## config.mk

```make
export PLATFORM = sky130hd
export DESIGN_NAME = uart_rx_fifo
export DESIGN_NICKNAME = d
export VERILOG_FILES = /design/src/rtl/uart_rx_fifo.sv
export SDC_FILE = /design/constraint.sdc
export NUM_CORES = 1
export LEC_CHECK = 0
export BUFFER_PORTS_ARGS = -buffer_cell sky130_fd_sc_hd__buf_4
export CORE_MARGIN = 8
export CORE_UTILIZATION = 30
export DETAILED_ROUTE_END_ITERATION = 12
export GPL_ROUTABILITY_DRIVEN = 0
export HOLD_SLACK_MARGIN = 0.06
export SLEW_MARGIN = 25
export SYNTH_ARGS = -nofsm -noshare
export SYNTH_HDL_FRONTEND = slang
export SYNTH_SLANG_ARGS = --single-unit
```

## constraint.sdc

```tcl
create_clock -name clk -period 2.9 [get_ports clk]
set_clock_uncertainty 0.2 [all_clocks]
set_input_delay 0.435 -clock clk [delete_from_list [all_inputs] [get_ports clk]]
set_output_delay 0.435 -clock clk [all_outputs]
set_load 0.02 [all_outputs]
```

## src/rtl/uart_rx_fifo.sv

```systemverilog
// uart_rx_fifo: oversampling UART receiver running on the system clock with a
// tick-enable baud generator, 2-of-3 majority sampling, optional parity and an output FIFO.
module uart_rx_fifo #(
    parameter int CLK_DIV    = 651,
    parameter int OVS        = 16,
    parameter int DATA_BITS  = 8,
    parameter int PARITY     = 0,
    parameter int FIFO_DEPTH = 4,
    localparam int AW        = $clog2(FIFO_DEPTH)
) (
    input  logic                 clk,
    input  logic                 rstn,
    input  logic                 rxd,
    output logic [DATA_BITS-1:0] dout,
    output logic                 dvalid,
    input  logic                 dready,
    output logic [AW:0]          level,
    output logic                 frame_err,
    output logic                 parity_err,
    output logic                 overrun
);
    localparam int CW = $clog2(CLK_DIV);
    localparam int OW = $clog2(OVS);
    localparam int BW = $clog2(DATA_BITS);

    typedef enum logic [2:0] {IDLE, START, DATA, PAR, STOP} state_t;

    state_t               state;
    logic                 sync1;
    logic                 rxs;
    logic                 prev;
    logic                 tick;
    logic [CW-1:0]        div_cnt;
    logic [OW-1:0]        os;
    logic [BW-1:0]        bidx;
    logic [2:0]           smp;
    logic [DATA_BITS-1:0] shreg;
    logic                 perr;
    logic                 os_last;
    logic                 maj3;
    logic                 maj_stop;
    logic                 stop_now;
    logic                 push;
    logic                 pop;
    logic                 full;
    logic                 wr;
    logic [DATA_BITS-1:0] mem [FIFO_DEPTH];
    logic [AW-1:0]        wptr;
    logic [AW-1:0]        rptr;

    always_ff @(posedge clk or negedge rstn) begin
        if (!rstn) begin
            sync1 <= 1'b1;
            rxs   <= 1'b1;
        end else begin
            sync1 <= rxd;
            rxs   <= sync1;
        end
    end

    always_ff @(posedge clk or negedge rstn) begin
        if (!rstn)
            div_cnt <= '0;
        else if (tick)
            div_cnt <= '0;
        else
            div_cnt <= div_cnt + 1'b1;
    end

    always_comb begin
        tick     = (div_cnt == CW'(CLK_DIV - 1));
        os_last  = (os == OW'(OVS - 1));
        maj3     = (smp[0] & smp[1]) | (smp[0] & smp[2]) | (smp[1] & smp[2]);
        // Stop is decided on the third-sample tick itself, so the live rxs stands in for smp[2].
        maj_stop = (smp[0] & smp[1]) | (smp[0] & rxs) | (smp[1] & rxs);
        stop_now = tick && (state == STOP) && (os == OW'(OVS / 2 + 1));
        push     = stop_now && maj_stop;
        pop      = dvalid && dready;
        full     = (level == (AW + 1)'(FIFO_DEPTH));
        wr       = push && (!full || pop);
        dvalid   = (level != '0);
        dout     = mem[rptr];
    end

    always_ff @(posedge clk or negedge rstn) begin
        if (!rstn) begin
            state      <= IDLE;
            os         <= '0;
            prev       <= 1'b1;
            smp        <= '1;
            bidx       <= '0;
            shreg      <= '0;
            perr       <= 1'b0;
            frame_err  <= 1'b0;
            parity_err <= 1'b0;
        end else begin
            frame_err  <= 1'b0;
            parity_err <= 1'b0;
            if (tick) begin
                prev <= rxs;
                if (os == OW'(OVS / 2 - 1)) smp[0] <= rxs;
                if (os == OW'(OVS / 2))     smp[1] <= rxs;
                if (os == OW'(OVS / 2 + 1)) smp[2] <= rxs;
                case (state)
                    IDLE: begin
                        if (prev && !rxs) begin
                            os    <= '0;
                            state <= START;
                        end
                    end
                    START: begin
                        if (os_last) begin
                            os <= '0;
                            if (maj3) begin
                                state <= IDLE;
                            end else begin
                                state <= DATA;
                                bidx  <= '0;
                                perr  <= 1'b0;
                            end
                        end else begin
                            os <= os + 1'b1;
                        end
                    end
                    DATA: begin
                        if (os_last) begin
                            os          <= '0;
                            shreg[bidx] <= maj3;
                            if (bidx == BW'(DATA_BITS - 1))
                                state <= (PARITY != 0) ? PAR : STOP;
                            else
                                bidx <= bidx + 1'b1;
                        end else begin
                            os <= os + 1'b1;
                        end
                    end
                    PAR: begin
                        if (os_last) begin
                            os    <= '0;
                            perr  <= (^shreg) ^ maj3 ^ (PARITY == 1);
                            state <= STOP;
                        end else begin
                            os <= os + 1'b1;
                        end
                    end
                    STOP: begin
                        if (os == OW'(OVS / 2 + 1)) begin
                            os    <= '0;
                            state <= IDLE;
                            if (maj_stop)
                                parity_err <= perr;
                            else
                                frame_err <= 1'b1;
                        end else begin
                            os <= os + 1'b1;
                        end
                    end
                    default: state <= IDLE;
                endcase
            end
        end
    end

    always_ff @(posedge clk or negedge rstn) begin
        if (!rstn) begin
            for (int unsigned i = 0; i < FIFO_DEPTH; i++) mem[i] <= '0;
            wptr    <= '0;
            rptr    <= '0;
            level   <= '0;
            overrun <= 1'b0;
        end else begin
            overrun <= push && full && !pop;
            if (wr) begin
                mem[wptr] <= shreg;
                wptr      <= wptr + 1'b1;
            end
            if (pop) rptr <= rptr + 1'b1;
            level <= level + {{AW{1'b0}}, wr} - {{AW{1'b0}}, pop};
        end
    end

endmodule

```

# After elaboration in Yosys (flattened, before gate mapping)
# Cells that the tools add are included.
[totals] register_bits=77 word_cells=133
[classes] n_addsub=7 n_lt_le_gt_ge=5 eq_ne=19 n_mux=39 bitwise_logic=12 reduce_logical=29
[ops] op="bitwise mux 32 bit" count=1
[ops] op="two-way mux 3 bit" count=10
[ops] op="two-way mux 8 bit" count=3
[ops] op="binary-select mux 8 bit (select 2 bit)" count=1
[ops] op="demux 8 bit (select 2 bit)" count=1
[ops] op="case mux 3 bit (5 select lines)" count=1
[ops] op="inequality test 2 bit, second input constant" count=7
[ops] op="equality test 4 bit, second input constant" count=3
[ops] op="two-way mux 1 bit" count=12
[ops] op="two-way mux 4 bit" count=3
[ops] op="case mux 4 bit (3 select lines)" count=1
[ops] op="adder 10 x 1 -> 10 bit, second input constant" count=1
[ops] op="equality test 10 bit, second input constant" count=1
[ops] op="logical AND 1 bit" count=10
[ops] op="two-way mux 10 bit" count=1
[ops] op="equality test 3 bit, second input constant" count=3
[ops] op="bitwise mux 8 bit" count=1
[ops] op="parity 8 bit" count=1
[ops] op="AND reduction 7 bit" count=1
[ops] op="equality test 3 x 2 -> 1 bit, second input constant" count=2
[ops] op="greater-or-equal comparator 3 bit, second input constant" count=2
[ops] op="NOT 2 -> 3 bit" count=2
[ops] op="case mux 3 bit (2 select lines)" count=1
[ops] op="AND reduction 2 bit" count=3
[ops] op="26 further kinds" count=39

# Logic depth before layout (Yosys ltp)
# Gate-level depths: netlist of run 1.
[logic_depth] ltp_word=7 ltp_mapped=13 mapped_depth_nobuf=12

# Worst setup path after synthesis of run 1
# No wires, ideal clock.
[synth_path] kind="register -> register" from="register os[1]" to="register level[2]" setup_ns=0.133 t_arrival_ns=2.367 t_required_ns=2.567 path_slack_ns=0.200 stages_incl_launch_ff=14 path_buffers=1 synth_period_minus_slack_ns=2.700 cell_sequence="dfrtp_1 -> inv_1 -> ha_1 -> and3b_1 -> nor2b_1 -> buf_2 -> nand4_1 -> ha_1 -> inv_1 -> ha_1 -> inv_1 -> fa_1 -> xnor2_1 -> xnor2_1"
[synth_via] elab_chain_cells=6
[synth_lines] element="from (decl)" line="34" text="logic [OW-1:0] os;"
[synth_lines] element="from (signal assigned)" line="122" text="os <= os + 1'b1;"
[synth_lines] element="from (signal assigned)" line="134" text="os <= os + 1'b1;"
[synth_lines] element="from (signal assigned)" line="143" text="os <= os + 1'b1;"
[synth_lines] element="equality test 4 bit" line="76" text="stop_now = tick && (state == STOP) && (os == OW'(OVS / 2 + 1));"
[synth_lines] element="logical AND 1 bit" line="76"
[synth_lines] element="logical AND 1 bit" line="77" text="push = stop_now && maj_stop;"
[synth_lines] element="logical AND 1 bit" line="80" text="wr = push && (!full || pop);"
[synth_lines] element="adder 3 x 1 -> 3 bit" line="178" text="level <= level + {{AW{1'b0}}, wr} - {{AW{1'b0}}, pop};"
[synth_lines] element="subtractor 3 x 1 -> 3 bit" line="178"
[synth_lines] element="to (signal assigned)" line="178"
[synth_lines] element="to (decl)" line="17" text="output logic [AW:0] level,"
# Every way passes these cells.
# A chain may end at the register's enable or synchronous reset.

# Worst setup path after layout of run 1
[layout_path] from="register state[0]" to="register level[2]"
[layout_via] elab_chain_cells=7
[layout_lines] element="from (decl)" line="28" text="state_t state;"
[layout_lines] element="from (signal assigned)" line="130" text="state <= (PARITY != 0) ? PAR : STOP;"
[layout_lines] element="equality test 3 bit" line="76"
[layout_lines] element="logical AND 1 bit (2 in series)" line="76"
[layout_lines] element="logical AND 1 bit" line="77"
[layout_lines] element="logical AND 1 bit" line="80"
[layout_lines] element="adder 3 x 1 -> 3 bit" line="178"
[layout_lines] element="subtractor 3 x 1 -> 3 bit" line="178"
# Every way passes these cells.

==> reports/qor.txt, run 1 <==
Worst path depth = 10
First-pass iteration count of the detailed router = 4
Syn Area/Cell = 13.3 µm²
Setup_tns = 0 ns
Cell count after synthesis = 292
DP Area = 4210 µm²
Final Max Slew Viols = 0
Final Setup Violations = 0
Final nets = 336
Die area = 16,900 µm²
Clock sink count = 77
Startpoint Class = flop
Final Cell Area = 4550 µm²
Global route overflow = 0
NetSw = 471 µW
Switch share = 0.212
CTS buffer count = 9
Multi-input combinational cell area = 1820 µm²
Fillers = 1,248
Critical path endpoint category = flop
Total wire length = 7060 µm
Via density = 4.66
P_int = 1760 µW
All-Layer GR Usage = 0.0906
Row count = 41
Tot Pwr = 2230 µW
DRC = 0
Synth warnings = 0
Flip-flop and latch area = 1930 µm²
Routed Antenna Nets = 0
Final worst path period share = 0.938
Comb power frac = 0.012
Worst-Skew Late Latency = 0.33 ns
Fmax achieved = 0.368 GHz
Hold Path Class = reg2reg
IO Count = 19
Commonest non-fill, non-tap cell in the layout = dfrtp_1
Initial antenna violation count = 0
Register area share after synthesis = 0.498
Core footprint = 12,600 µm²
Critical setup path kind = reg2reg
Post-detail-place hpwl = 4880 µm
Area grow syn2layout = 16.9%
Leak Pwr = 0.00216 µW
Maximum fanout along the worst path = 5
Postcts setup bufs = 0
Pre-CTS setup slack = 0.169 ns
DR WL/cell = 14.3 µm
Synth unique cells = 54
Vias in the first global route = 2,343
Hold path depth = 0
Worst Path Arrival = 2.73 ns
CTS Buffer Depth = 2
Largest delay share family, worst path = simple AND/OR/NAND/NOR gates
Worst slew margin = 0.530
Number of port buffers = 18
Pwr dens = 490 nW/µm²
Share of cells above drive strength 1 = 0.350
Min cycle time layout = 2.72 ns
N_diodes = 0
First-pass GRT wire length = 11,700 µm
Die width = 130 µm
Worst Max-Slew Pin Slew = 0.705 ns
Status = complete, no violations
Root buffer cell = clkbuf_16
Clock transition at path regs = 0.06 ns
R2r worst-path depth = 10
Cell-by-cell trace of the critical path = or3b_4 > nor4b_1 > nand4_1 > ha_1 > inv_1 > ha_1 > inv_1 > fa_1 > xnor2_1 > xnor2_1
CTS tree = done
#FFs+latches synth = 77
DRT iter0 DRCs = 111
Part of the power in the clock network = 0.504
Commonest cells after routing, fill and taps aside = dfrtp_1, mux2_2, buf_4
Final hold viol count = 0
Post-synth EDFFs = 0
Max Cap Viol = 0
Final worst slack = 0.180 ns
Vias after detailed routing = 2,309
VDD IR max = 0.000247 V
Worst path bufs/invs = 2
Net Count, Synth = 310
WP data required = 2.91 ns
RSZ-0062 raised after global routing = false
H-tree levels = 3
Post-synth ARST share = 1.00
Post-Syn Area = 3890 µm²
Largest net degree at the start of global routing = 78
Worst path max stage delay = 0.43 ns
Initial Utilization = 0.308
Die Ht = 130 µm
Sequential share of power = 0.484
Top_reg_cell synth = dfrtp_1
Critical-path top delay cell = or3b_4
## layout make-up
class | count | area share
clock buffer | 10 | 0.0504
clock inverter | 6 | 0.0160
multi-input combinational | 187 | 0.400
timing repair buffer | 28 | 0.0482
inverter | 15 | 0.0124
tap | 172 | 0.0473
sequential | 77 | 0.426
## registers in the layout, indices dropped and copies added (netlist names), 2 cells and up
name,flops
mem,32
div_cnt,10
shreg,8
os,4
bidx,3
level,3
smp,3
state,3
rptr,2
wptr,2
## cells in the mapped netlist (2+ instances only)
library cell  number  share of area
nand2b_1           2         0.0032
nand3_1            6         0.0077
ha_1              13          0.042
buf_2              4         0.0051
buf_4              2         0.0039
or3_1              2         0.0032
nor2_1            14          0.014
nand2_1            7         0.0068
o21ai_0            3         0.0039
xor2_1             3         0.0068
and4_1             5          0.011
nand4_1            6         0.0097
nor3b_1            2         0.0039
xnor2_1           16          0.036
and2_1             2         0.0032
clkbuf_1           3         0.0029
mux2_2            46           0.13
o2111ai_1          2         0.0045
inv_1             15          0.014
dfstp_2            6          0.041
mux2i_1            3         0.0077
nand4_4            4          0.022
dfrtp_1           71           0.46
buf_6              3         0.0087
nor3_1             4         0.0051
maj3_1             2         0.0051
mux2_1             2         0.0058
nand4b_1           4         0.0090
nor4b_1            4         0.0090
mux4_2             8          0.046
and3_1             5         0.0080
## layer usage
layer,global-route usage,vias up,part of all wire
met2,0.144,21,0.48
met5,0,-,0
li1,-,1114,-
met1,0.110,1161,0.47
met3,0.0286,13,0.030
met4,0.0430,0,0.019
## repair_timing
action / 4_1_cts / 5_1_grt
hold buffers: 1 / 1
resized for setup: 0 / 1
endpoints found under the hold margin: 1 / 71
setup endpoints to repair: 0 / 1
## through the flow
step	util	std cells	hold WS [ns]
CTS	0.359	494	0.106
floorplan	-	292	-0.0606
finish	0.360	495	0.155
global route	0.360	495	0.163
detailed placement	0.334	477	0.147
global placement	0.334	477	0.148
## power groups by stage
stage / sequential [µW] / combinational (µW) / clock, µW
2_1_floorplan: 1100 / 0.0778 / 0
3_3_place_gp: 1100 / 25.1 / 0
3_5_place_dp: 1100 / 25.4 / 0
4_1_cts: 1080 / 26.5 / 1150
5_1_grt: 1080 / 31.2 / 1200
6_report: 1080 / 26.1 / 1120
## worst paths after layout
| check | start | to | slack (ns) |
|---|---|---|---|
| worst max-delay path | state[0]$_DFFE_PN0P_ | level[2]$_DFF_PN0_ | 0.18 |
| worst min-delay path | sync1$_DFF_PN1_ | rxs$_DFF_PN1_ | 0.16 |
| worst max register to register | state[0]$_DFFE_PN0P_ | level[2]$_DFF_PN0_ | 0.18 |
| worst min register to register | sync1$_DFF_PN1_ | rxs$_DFF_PN1_ | 0.16 |
| max in group asynchronous | rstn | mem[9]$_DFFE_PN0P_ | 1.52 |
| min in group asynchronous | rstn | os[1]$_DFFE_PN0P_ | 0.49 |
## kinds of logic (layout without fill, tap and decap cells)
family | count (synthesis) | count (layout) | share of synthesized area
AO/OA/AOI/OAI | 14 | 14 | 0.0274
XOR/XNOR | 20 | 20 | 0.0486
adder cells (fa/ha/maj) | 16 | 16 | 0.0521
buffers and inverters | 28 | 59 | 0.0360
flip-flops | 77 | 77 | 0.498
multiplexers | 60 | 60 | 0.197
AND/OR/NAND/NOR | 77 | 77 | 0.141
(Power assumes the default switching activity.)
==> run 2: changes to the inputs <==
clock period = 3.45 ns   (was 2.9 ns; I/O delays follow)
==> run 2 against run 1 <==
Worst hold slack got worse by 0.066 ns. Cell count fell by 1.4%. Cell area fell by 1.4%. Clock power fell by 16%. Flip-flop and latch count did not move. Setup slack improved by 0.45 ns. Highest routed layer unchanged. Fmax fell by 3.7%. Die area did not move. Non-clock buffer count fell by 7. Global-route usage rose by 0.38 points. Count of clock-buffer cells in the layout did not move.
==> reports/qor.txt, run 2 (synthesis results as in run 1) <==
Fillers = 1,260
First-pass iteration count of the detailed router = 4
Final worst slack = 0.627 ns
Final hold viol count = 0
Part of the power in the clock network = 0.502
Critical path endpoint category = flop
Worst slew margin = 0.526
Final nets = 329
Switch share = 0.209
N_diodes = 0
Setup_tns = 0 ns
Critical-path top delay cell = dfrtp_1
Maximum fanout along the worst path = 10
Post-detail-place hpwl = 4950 µm
NetSw = 390 µW
Startpoint Class = flop
VDD IR max = 0.000213 V
Commonest non-fill, non-tap cell in the layout = dfrtp_1
Worst-Skew Late Latency = 0.33 ns
RR Endpoint = level[2]$_DFF_PN0_
DRC = 0
Worst Path Arrival = 2.88 ns
WP data required = 3.51 ns
Area grow syn2layout = 15.3%
Initial antenna violation count = 0
Via density = 4.65
Initial Utilization = 0.308
First-pass GRT wire length = 12,400 µm
Total wire length = 7040 µm
Leak Pwr = 0.00211 µW
Worst path max stage delay = 0.48 ns
Hold Crit Start = rxd
All-Layer GR Usage = 0.0944
Largest register FFs = 32
CTS tree = done
Post-route worst hold slack = 0.0890 ns
Die Ht = 130 µm
IO Count = 19
Worst reg2reg path startpoint = state[0]$_DFFE_PN0P_
Multi-input combinational cell area = 1810 µm²
CTS Buffer Depth = 2
Min cycle time layout = 2.82 ns
Worst Hold Path EP = sync1$_DFF_PN1_
Critical setup path kind = reg2reg
Largest regs = mem x32, div_cnt x10, shreg x8
Tot Pwr = 1860 µW
Postcts setup bufs = 0
Final worst path period share = 0.818
H-tree levels = 3
Flip-flop and latch area = 1930 µm²
Vias after detailed routing = 2,268
Largest net degree at the start of global routing = 78
RSZ-0062 raised after global routing = false
Clock transition at path regs = 0.06 ns
Reg with most FFs = mem
Pre-CTS setup slack = 0.649 ns
Root buffer cell = clkbuf_16
Status = complete, no violations
Number of port buffers = 18
Row count = 41
Vias in the first global route = 2,436
Max Cap Viol = 0
Hold Path Class = in2reg
Clock sink count = 77
Fmax achieved = 0.354 GHz
Final Setup Violations = 0
Final Max Slew Viols = 0
Comb power frac = 0.011
Global route overflow = 0
R2r worst-path depth = 10
Pwr dens = 416 nW/µm²
R2r setup slk = 0.63 ns
Cell-by-cell trace of the critical path = or3b_4 > nor4b_1 > nand4_1 > ha_1 > inv_1 > ha_1 > inv_1 > fa_1 > xnor2_1 > xnor2_1
Share of cells above drive strength 1 = 0.335
CTS buffer count = 9
Routed Antenna Nets = 0
Commonest cells after routing, fill and taps aside = dfrtp_1, mux2_2, buf_4
Sequential share of power = 0.487
Worst Max-Slew Pin Slew = 0.711 ns
Die area = 16,900 µm²
Hold path depth = 1
P_int = 1470 µW
Die width = 130 µm
Core footprint = 12,600 µm²
DRT iter0 DRCs = 163
DR WL/cell = 14.4 µm
-- run 2: cell count changes in the layout (fill, tap and decap cells not counted) --
| cell | change |
|---|---|
| buf_4 | -6 |
| clkinv_4 | -1 |
| clkinvlp_4 | +1 |
| dlygate4sd3_1 | -1 |
| nor4b_1 | +1 |
| nor4b_2 | -1 |
-- run 2: worst max path at each step --
stage / from / end / slack [ns] / cells after the start
final: state[0]$_DFFE_PN0P_ / level[2]$_DFF_PN0_ / 0.63 / 10
after global routing: state[2]$_DFFE_PN0P_ / level[2]$_DFF_PN0_ / 0.43 / 10
after CTS: state[0]$_DFFE_PN0P_ / level[2]$_DFF_PN0_ / 0.63 / 10
after detailed placement: state[0]$_DFFE_PN0P_ / level[2]$_DFF_PN0_ / 0.65 / 10
after global placement: state[0]$_DFFE_PN0P_ / level[2]$_DFF_PN0_ / 0.68 / 10
after floorplan: os[1]$_DFFE_PN0P_ / level[2]$_DFF_PN0_ / 0.75 / 13
-- run 2: power groups by stage --
stage | clock network [µW] | registers [µW] | logic (µW)
global route | 1010 | 906 | 24.6
finish | 936 | 907 | 20.8
floorplan | 0 | 923 | 0.0656
detailed placement | 0 | 923 | 21.2
CTS | 964 | 907 | 21.0
global placement | 0 | 923 | 20.8
-- run 2: area by class of cell --
| class | count | area share |
|---|---|---|
| clock buffers | 10 | 0.0511 |
| clock inverters | 6 | 0.0159 |
| inverters | 15 | 0.0126 |
| multi-input cells | 187 | 0.404 |
| flip-flops and latches | 77 | 0.431 |
| well taps | 172 | 0.0480 |
| repair buffers | 21 | 0.0366 |
-- run 2: per-stage QoR --
stage                util  std cells  area [µm²]
floorplan               -        292        3890
global placement    0.330        471        4170
detailed placement  0.330        471        4170
CTS                 0.354        487        4470
global route        0.355        488        4480
finish              0.355        488        4480
-- run 2: critical path: cells and delay by family, from the launching register on --
family | cells | cell delay (ns)
buffers and inverters | 2 | 0.09
xor gates and xnor gates | 2 | 0.31
and+or+nand+nor | 3 | 0.89
DFF | 1 | 0.48
adders and majority gates | 3 | 0.78
-- run 2: what timing repair did --
action                                 4_1_cts  5_1_grt
resized for setup                            0        0
endpoints found under the hold margin        0        9
hold buffers                                 0        1
-- run 2: routing by layer --
metal,up-vias,GRT usage,part of all wire,wire [µm]
met5,-,0,0,0
li1,1096,-,-,-
met4,0,0.0355,0.018,126
met2,19,0.153,0.49,3450
met3,9,0.0343,0.036,252
met1,1144,0.112,0.46,3210
